==> config.mk <==
export PLATFORM = sky130hd
export DESIGN_NAME = usb_skp_inserter
export DESIGN_NICKNAME = d
export VERILOG_FILES = /design/src/rtl/usb_skp_inserter.sv
export SDC_FILE = /design/constraint.sdc
export NUM_CORES = 1
export LEC_CHECK = 0
export ABC_AREA = 1
export BUFFER_PORTS_ARGS = -buffer_cell sky130_fd_sc_hd__buf_2
export CORE_UTILIZATION = 35
export DETAILED_ROUTE_END_ITERATION = 8
export SLEW_MARGIN = 20
export SYNTH_ARGS = -nofsm -noshare
export SYNTH_HDL_FRONTEND = slang
export SYNTH_SLANG_ARGS = --single-unit
==> constraint.sdc <==
create_clock -name wclk -period 4.2 [get_ports wclk]
set_input_delay 0.63 -clock wclk [delete_from_list [all_inputs] [get_ports wclk]]
set_output_delay 0.63 -clock wclk [all_outputs]
set_load 0.05 [all_outputs]
==> src/rtl/usb_skp_inserter.sv <==
// Transmit-side SKP ordered-set scheduler feeding the PHY elastic FIFO write port.
// Inserts a disparity-matched K28.1 pair after every SKP_INTERVAL counted data symbols.
module usb_skp_inserter #(
  parameter int unsigned SKP_INTERVAL = 354,
  parameter int unsigned CNT_W        = 12
) (
  input  logic        wclk,
  input  logic        wrst_n,
  input  logic [9:0]  in_data,
  input  logic        in_valid,
  output logic        in_ready,
  input  logic        skp_en,
  output logic [9:0]  wdata,
  output logic        winc,
  input  logic        wfull,
  output logic        rd,
  output logic [15:0] skp_cnt
);

  localparam logic [9:0]       SkpRdNeg = 10'h0F9;
  localparam logic [9:0]       SkpRdPos = 10'h306;
  localparam logic [CNT_W-1:0] Interval = CNT_W'(SKP_INTERVAL);

  typedef enum logic {StData, StSkp2} state_e;

  state_e           state_q, state_d;
  logic [CNT_W-1:0] sym_cnt_q, sym_cnt_d;
  logic [15:0]      skp_cnt_q, skp_cnt_d;
  logic             rd_q, rd_d;
  logic [9:0]       wdata_q, wdata_d;
  logic             winc_q, winc_d;

  logic       slot_free;
  logic       skp_due;
  logic       load;
  logic [9:0] load_sym;
  logic [9:0] skp_sym;
  logic [3:0] load_ones;

  assign slot_free = !winc_q || !wfull;
  assign skp_due   = skp_en && (sym_cnt_q >= Interval);
  // The form matching the current rd; the second SKP of a pair sees the flipped rd.
  assign skp_sym   = rd_q ? SkpRdPos : SkpRdNeg;

  // State register
  always_ff @(posedge wclk or negedge wrst_n) begin
    if (!wrst_n) begin
      state_q   <= StData;
      sym_cnt_q <= '0;
      skp_cnt_q <= '0;
      rd_q      <= 1'b0;
      wdata_q   <= 10'h000;
      winc_q    <= 1'b0;
    end else begin
      state_q   <= state_d;
      sym_cnt_q <= sym_cnt_d;
      skp_cnt_q <= skp_cnt_d;
      rd_q      <= rd_d;
      wdata_q   <= wdata_d;
      winc_q    <= winc_d;
    end
  end

  // Next-state logic
  always_comb begin
    state_d = state_q;
    unique case (state_q)
      StData:  if (slot_free && skp_due) state_d = StSkp2;
      StSkp2:  if (slot_free) state_d = StData;
      default: state_d = StData;
    endcase
  end

  // Datapath next values
  always_comb begin
    load      = 1'b0;
    load_sym  = wdata_q;
    sym_cnt_d = sym_cnt_q;
    skp_cnt_d = skp_cnt_q;
    winc_d    = winc_q;
    if (slot_free) begin
      winc_d = 1'b0;
      unique case (state_q)
        StData: begin
          if (skp_due) begin
            load     = 1'b1;
            load_sym = skp_sym;
          end else if (in_valid) begin
            load     = 1'b1;
            load_sym = in_data;
            if (skp_en && (sym_cnt_q != '1)) sym_cnt_d = sym_cnt_q + CNT_W'(1);
          end
        end
        StSkp2: begin
          load      = 1'b1;
          load_sym  = skp_sym;
          sym_cnt_d = '0;
          skp_cnt_d = skp_cnt_q + 16'd1;
        end
        default: ;
      endcase
      if (load) winc_d = 1'b1;
    end
    wdata_d = load ? load_sym : wdata_q;
  end

  // Running disparity: neutral symbols (five ones) leave it unchanged.
  always_comb begin
    load_ones = 4'($countones(load_sym));
    rd_d      = rd_q;
    if (load) begin
      if (load_ones > 4'd5)      rd_d = 1'b1;
      else if (load_ones < 4'd5) rd_d = 1'b0;
    end
  end

  // Outputs
  always_comb begin
    in_ready = slot_free && (state_q == StData) && !skp_due;
    wdata    = wdata_q;
    winc     = winc_q;
    rd       = rd_q;
    skp_cnt  = skp_cnt_q;
  end

endmodule

=== Word level (Yosys, flattened, before mapping) ===
Index checks and enable logic that the tools add are counted.

* Bitwise logic cells: 1
* Eq/ne operators: 4
* Reductions and logical operators: 13
* Add/sub/neg operators: 11
* Multiplexer cells: 20
* $lt $le $gt $ge: 3

{| class="wikitable"
|+ Operators with widths
! operator !! number
|-
| $mux W10 || 4
|-
| $mux W12 || 3
|-
| $pmux W12 S2 || 1
|-
| $pmux W10 S2 || 1
|-
| $add A16 B1 Y16 const B || 1
|-
| $add A12 B1 Y12 const B || 1
|-
| $ge A12 B9 Y1 const B || 1
|-
| $ne A12 B12 Y1 const B || 1
|-
| $add A1 B1 Y2 || 5
|-
| $mux W1 || 9
|-
| $add A2 B2 Y3 || 2
|-
| $ne A2 B2 Y1 const B || 3
|-
| $logic_and A1 B1 Y1 || 5
|-
| $add A3 B3 Y4 || 1
|-
| $add A4 B2 Y4 || 1
|-
| $gt A4 B3 Y1 const B || 1
|-
| $lt A4 B3 Y1 const B || 1
|-
| $pmux W1 S2 || 2
|-
| $reduce_and A2 Y1 || 2
|-
| $reduce_and A4 Y1 || 1
|-
| $logic_not A1 Y1 || 3
|-
| $reduce_bool A2 Y1 || 1
|-
| $logic_or A1 B1 Y1 || 1
|-
| $not A1 Y1 || 1
|}

* Word-level logic and storage cells: 58
* Output and inout bits: 29
* Bits in registers: 41
* Bits of input ports: 15

=== Logic depth before layout (Yosys ltp) ===
* Depth in word-level cells: 12
* Mapped depth: 24
* Mapped depth without buffers: 24

=== Least setup slack after synthesis ===
Ideal clock, no wire load.

* Path type: register to register
* Start point: register sym_cnt_q[0]
* End point: register rd_q (netlist: rd)
* Clock period less this slack: 4.122 ns
* Buffers on the path: 0
* Data required time: 4.080 ns
* Cell stages (with the launch flop): 25
* Setup time: 0.120 ns
* Setup slack: 0.078 ns
* Data arrival time: 4.002 ns
* Cells stage by stage: dfrtp_1 -> inv_1 -> ha_1 -> nor2_1 -> nand2_1 -> nand3_2 -> nand2_4 -> nand2_4 -> nand2_4 -> nand2_1 -> nand3_1 -> o21ai_0 -> fa_1 -> inv_1 -> fa_1 -> fa_1 -> inv_1 -> ha_1 -> fa_1 -> xnor2_1 -> nor2_1 -> nand3_1 -> nand3_1 -> nand2_1 -> nand2_1

* Word-level cells in the longest chain between the ends: 12
* Elaborated cells on any way between the ends: 23
* Classes of those cells: add/sub: 9; order compare: 3; mux: 8; reduce/logical: 3

{| class="wikitable"
|+ RTL lines
! what !! RTL line !! RTL
|-
| start, declared || 27 || <nowiki>logic [CNT_W-1:0] sym_cnt_q, sym_cnt_d;</nowiki>
|-
| start signal, assigned || 56 || <nowiki>sym_cnt_q <= sym_cnt_d;</nowiki>
|-
| $ge A12 B9 Y1 (*) || 41 || <nowiki>assign skp_due = skp_en && (sym_cnt_q >= Interval);</nowiki>
|-
| $logic_and A1 B1 Y1 (*) || 41 ||
|-
| $mux W10 (*) || 85 || <nowiki>if (skp_due) begin</nowiki>
|-
| $pmux W10 S2 (*) || 83 || <nowiki>unique case (state_q)</nowiki>
|-
| $mux W10 (*) || 81 || <nowiki>if (slot_free) begin</nowiki>
|-
| via load_sym[0] || 36 || <nowiki>logic [9:0] load_sym;</nowiki>
|-
| $add A1 B1 Y2 (implied by the code) (*) || 109 || <nowiki>load_ones = 4'($countones(load_sym));</nowiki>
|-
| $add A2 B2 Y3 (implied by the code) (*) || 109 ||
|-
| $add A3 B3 Y4 (implied by the code) (*) || 109 ||
|-
| $add A4 B2 Y4 (implied by the code) (*) || 109 ||
|-
| $gt A4 B3 Y1 / $lt A4 B3 Y1 (equally long branches) || 112, 113 ||
|-
| $reduce_bool A2 Y1 (no line) || -- ||
|-
| $reduce_and A2 Y1 (no line) || -- ||
|-
| end signal, assigned || 58 || <nowiki>rd_q <= rd_d;</nowiki>
|-
| end, declared || 29 || <nowiki>logic rd_q, rd_d;</nowiki>
|}

Mark *: on every way through the listed nets, which the timed path passes. The rest lies on a longest branch. The select of a mux whose other input is x is not followed.
A chain may end at the register's enable or synchronous reset.

=== Worst setup path after layout ===
* Start point: register sym_cnt_q[1]
* End point: register rd_q (netlist: rd)

* Word-level cells in the longest chain between the ends: 12
* Elaborated cells on any way between the ends: 23
* Classes of those cells: add/sub: 9; order compare: 3; mux: 8; reduce/logical: 3

{| class="wikitable"
|+ RTL lines
! what !! RTL line
|-
| $ge A12 B9 Y1 (*) || 41
|-
| $logic_and A1 B1 Y1 (*) || 41
|-
| $mux W10 || 85
|-
| $pmux W10 S2 || 83
|-
| $mux W10 || 81
|-
| $add A1 B1 Y2 (implied by the code) || 109
|-
| $add A2 B2 Y3 (implied by the code) || 109
|-
| $add A3 B3 Y4 (implied by the code) || 109
|-
| $add A4 B2 Y4 (implied by the code) || 109
|-
| $gt A4 B3 Y1 / $lt A4 B3 Y1 (equally long branches) || 112, 113
|-
| $reduce_bool A2 Y1 (no line) || --
|-
| $reduce_and A2 Y1 (no line) || --
|}

Mark *: on every way between the ends. The rest lies on a longest branch, timed or not. The select of a mux whose other input is x is not followed.

==> results.yml <==
synth:
  yosys_register_bits: 41
  async_reset_ff_share_pct: 100.0
  synth_seq_area_share_pct: 40.49
  ys_top_cells_by_count: "57 x nand2_1, 57 x nor2_1, 41 x dfrtp_1, 35 x inv_1"
  synth_area_leader_cell: "dfrtp_1"
  syn_area_mm2: 0.002534
  synth_top_family_by_area: "simple AND/OR/NAND/NOR gates"
  synth_cells: 313
  ys_warn_count: 0
  synth_top_area_share_pct: 40.49
  synthDistinctLibCells: 28
  synth_xor_area_share_pct: 7.259
  synth_edf_count: 0
  syn_nets: 339
  ys.flop_type: "dfrtp_1"
  avgSynthCellArea_um2: 8.095
  synthTopCellsByArea: "dfrtp_1 40%, nand2_1 8.4%, nor2_1 8.4%"
  synthAdderAreaFrac_pct: 7.210
  synth-simple-area-share_pct: 28.94
  synth.area.mux_share_pct: 0.3951
  synth_compound_area_share_pct: 8.543
placement:
  portBuffers: 43
  dp_slack_ns: -0.02865
  gp_congestion: 0.8090
  dp_hpwl_um: 4137
  dpl_cell_area_mm2: 0.002944
timing:
  finalSetupViolations: 0
  fmax_mhz: 240.5
  drv_slew: 0
  relSlewSlack_pct: 58.24
  hold_viol: 0
  rsz0062_at_grt: "yes"
  min_period_over_period_pct: 98.99
  worst_slew_pin_slew_ns: 0.6265
  fin_ws_ns: 0.04229
  hold_ws_ns: 0.3503
  clock_skew_ns: 0.004635
  period_needed_ns: 4.158
worst_setup_path:
  worstPathMaxFanout: 7
  worstSetupEndpointType: "register"
  cp.arrival_ns: 4.34
  required_ns: 4.38
  cp-start-kind: "register"
  crit_type: "reg2reg"
grt:
  grt_pass1_vias: 1966
  antenna_found_initial: 0
  grt_remaining_overflow: 0
  grt_max_degree: 42
  grt_pass1_wl_um: 9252
  track_usage_pct: 15.94
floorplanning:
  fp.dieW_um: 87.08
  core.rowCount: 30
  io_pins: 44
  start_util_pct: 36.68
  core_area_mm2: 0.006907
  die_h_um: 87.08
  die-area_mm2: 0.007583
layout:
  stdcell_area_mm2: 0.003206
  utilization_pct: 46.41
  multi_input_area_mm2: 0.001418
  layout-drive-gt1-share_pct: 30.13
  seq_area_mm2: 0.001026
  nets: 400
  fillers: 703
  synthToLayoutAreaGrowth_pct: 26.52
  antenna_cells: 0
detailed_routing:
  dr.pass1.iters: 4
  dr.first_iter.drc_count: 88
  wl_per_cell_um: 11.98
  antenna_left: 0
  drc: 0
  wl_um: 5644
  viasPerCell: 4.552
  route.vias.total: 2144
power:
  power.density_mw_per_mm2: 854.4
  peakVddDrop_mv: 1.610
  switching_power_mw: 1.341
  clkPwrFrac_pct: 12.1
  pwr-share-seq_pct: 21.3
  power_leakage_nw: 1.624
  finalPower_mw: 2.739
  swShare_pct: 48.98
  internal-power_mw: 1.397
  pwr-share-comb_pct: 66.6
cts:
  clk_pin_slew_ns: 0.08
  clock-sinks: 41
  holdBufCountCts: 0
  cts_max_level: 2
  tritoncts: "yes"
  clockBufferDepth: 2
  clk-insertion-delay-late_ns: 0.29
  cts-buffers-inserted: 5
  cts_root_buf: "clkbuf_8"
run_status:
  status: "completed"
flow_run:
  max_cap_violations: 0
worst_hold_path:
  hp-class: "in2async"
## state kept, by name (all words and copies together), names as in the netlist
name,flops
skp_cnt,16
winc,1
wdata,10
sym_cnt_q,12
rd,1
state_q,1
## placed cells by master, fill, tap and decap left out, types with 2 or more instances in the layout
cell type / count
o21bai_1: 7
ha_1: 3
a21oi_1: 5
nor2_1: 52
dfrtp_1: 41
xor2_1: 11
nor3_1: 7
nand3_1: 10
fa_1: 5
inv_1: 33
o21ai_2: 8
inv_2: 6
nand3_2: 8
nor2_2: 10
ha_4: 2
o21ai_0: 12
nand2_1: 56
nand2_4: 2
buf_2: 43
clkbuf_8: 6
buf_4: 14
nand4_1: 8
xnor2_1: 9
nand2_2: 4
## worst max-delay path, stage by stage, from the launching register on
cell and delay (ns):
dfrtp_1 0.42, ha_4 0.17, nor2_2 0.09, nand2_1 0.06, nand3_2 0.09, nand2_4 0.07
nand2_4 0.12, nand2_8 0.07, buf_6 0.14, nor2_4 0.11, nor2_2 0.04, nor2_2 0.08
fa_1 0.43, fa_1 0.49, fa_1 0.57, inv_2 0.05, ha_4 0.16, fa_2 0.37
xnor2_2 0.15, nor2_1 0.13, nand3_2 0.10, nand4_1 0.09, nand2_1 0.05
## worst paths after layout
check	startpoint	endpoint	slack (ns)	cells past startpoint
worst max-delay path	sym_cnt_q[1]$_DFFE_PN0P_	rd$_DFFE_PN0P_	0.04	22
worst min-delay path	wrst_n	sym_cnt_q[10]$_DFFE_PN0P_	0.35	1
worst max register to register	sym_cnt_q[1]$_DFFE_PN0P_	rd$_DFFE_PN0P_	0.04	22
worst min register to register	skp_cnt[15]$_DFFE_PN0P_	skp_cnt[15]$_DFFE_PN0P_	0.46	1
max in group asynchronous	wrst_n	wdata[7]$_DFFE_PN0P_	3.34	2
min in group wclk	skp_cnt[15]$_DFFE_PN0P_	skp_cnt[15]$_DFFE_PN0P_	0.46	1
## power by group through the flow
stage          registers [mW]  clock network [mW]  logic [mW]
2_1_floorplan           0.826                   0       0.950
3_3_place_gp            0.582                   0        1.52
3_5_place_dp            0.586                   0        1.55
4_1_cts                 0.578               0.346        1.64
5_1_grt                 0.599               0.360        2.07
6_report                0.582               0.332        1.82
## logic make-up (layout without fill, tap and decap cells)
logic type,count (synthesis),after routing
and+or+nand+nor,161,161
xor gates and xnor gates,21,21
buffers and inverters,45,107
muxes,1,1
DFF,41,41
AOI/OAI and AO/OA,33,33
adders and majority gates,11,11
## per-stage QoR
stage / std cells / setup TNS (ns)
final: 471 / 0
after global routing: 471 / -0.1907
after CTS: 468 / 0
after detailed placement: 459 / -0.02865
after global placement: 459 / 0
after floorplan: 313 / 0
## routing by layer
layer | GRT usage (%) | routed length (µm)
met1 | 21.88 | 2739
met2 | 24.91 | 2652
met3 | 3.128 | 186
met4 | 5.758 | 65
met5 | 0 | 0
## cell type report
type,count,area share (%)
multi-input combinational,227,44.22
inverter,39,4.567
timing repair buffer,60,11.83
clock inverter,1,0.9368
tap,96,3.747
clock buffer,7,2.693
sequential,41,32.01
## what timing repair did
action | in CTS | in global routing
buffers inserted | 1 | 2
gates cloned | 0 | 0
hold endpoints to repair | 0 | 0
resized for setup | 4 | 21
pin swaps | 4 | 17
endpoints found under the setup margin | 1 | 1
(Power assumes the default switching activity.)
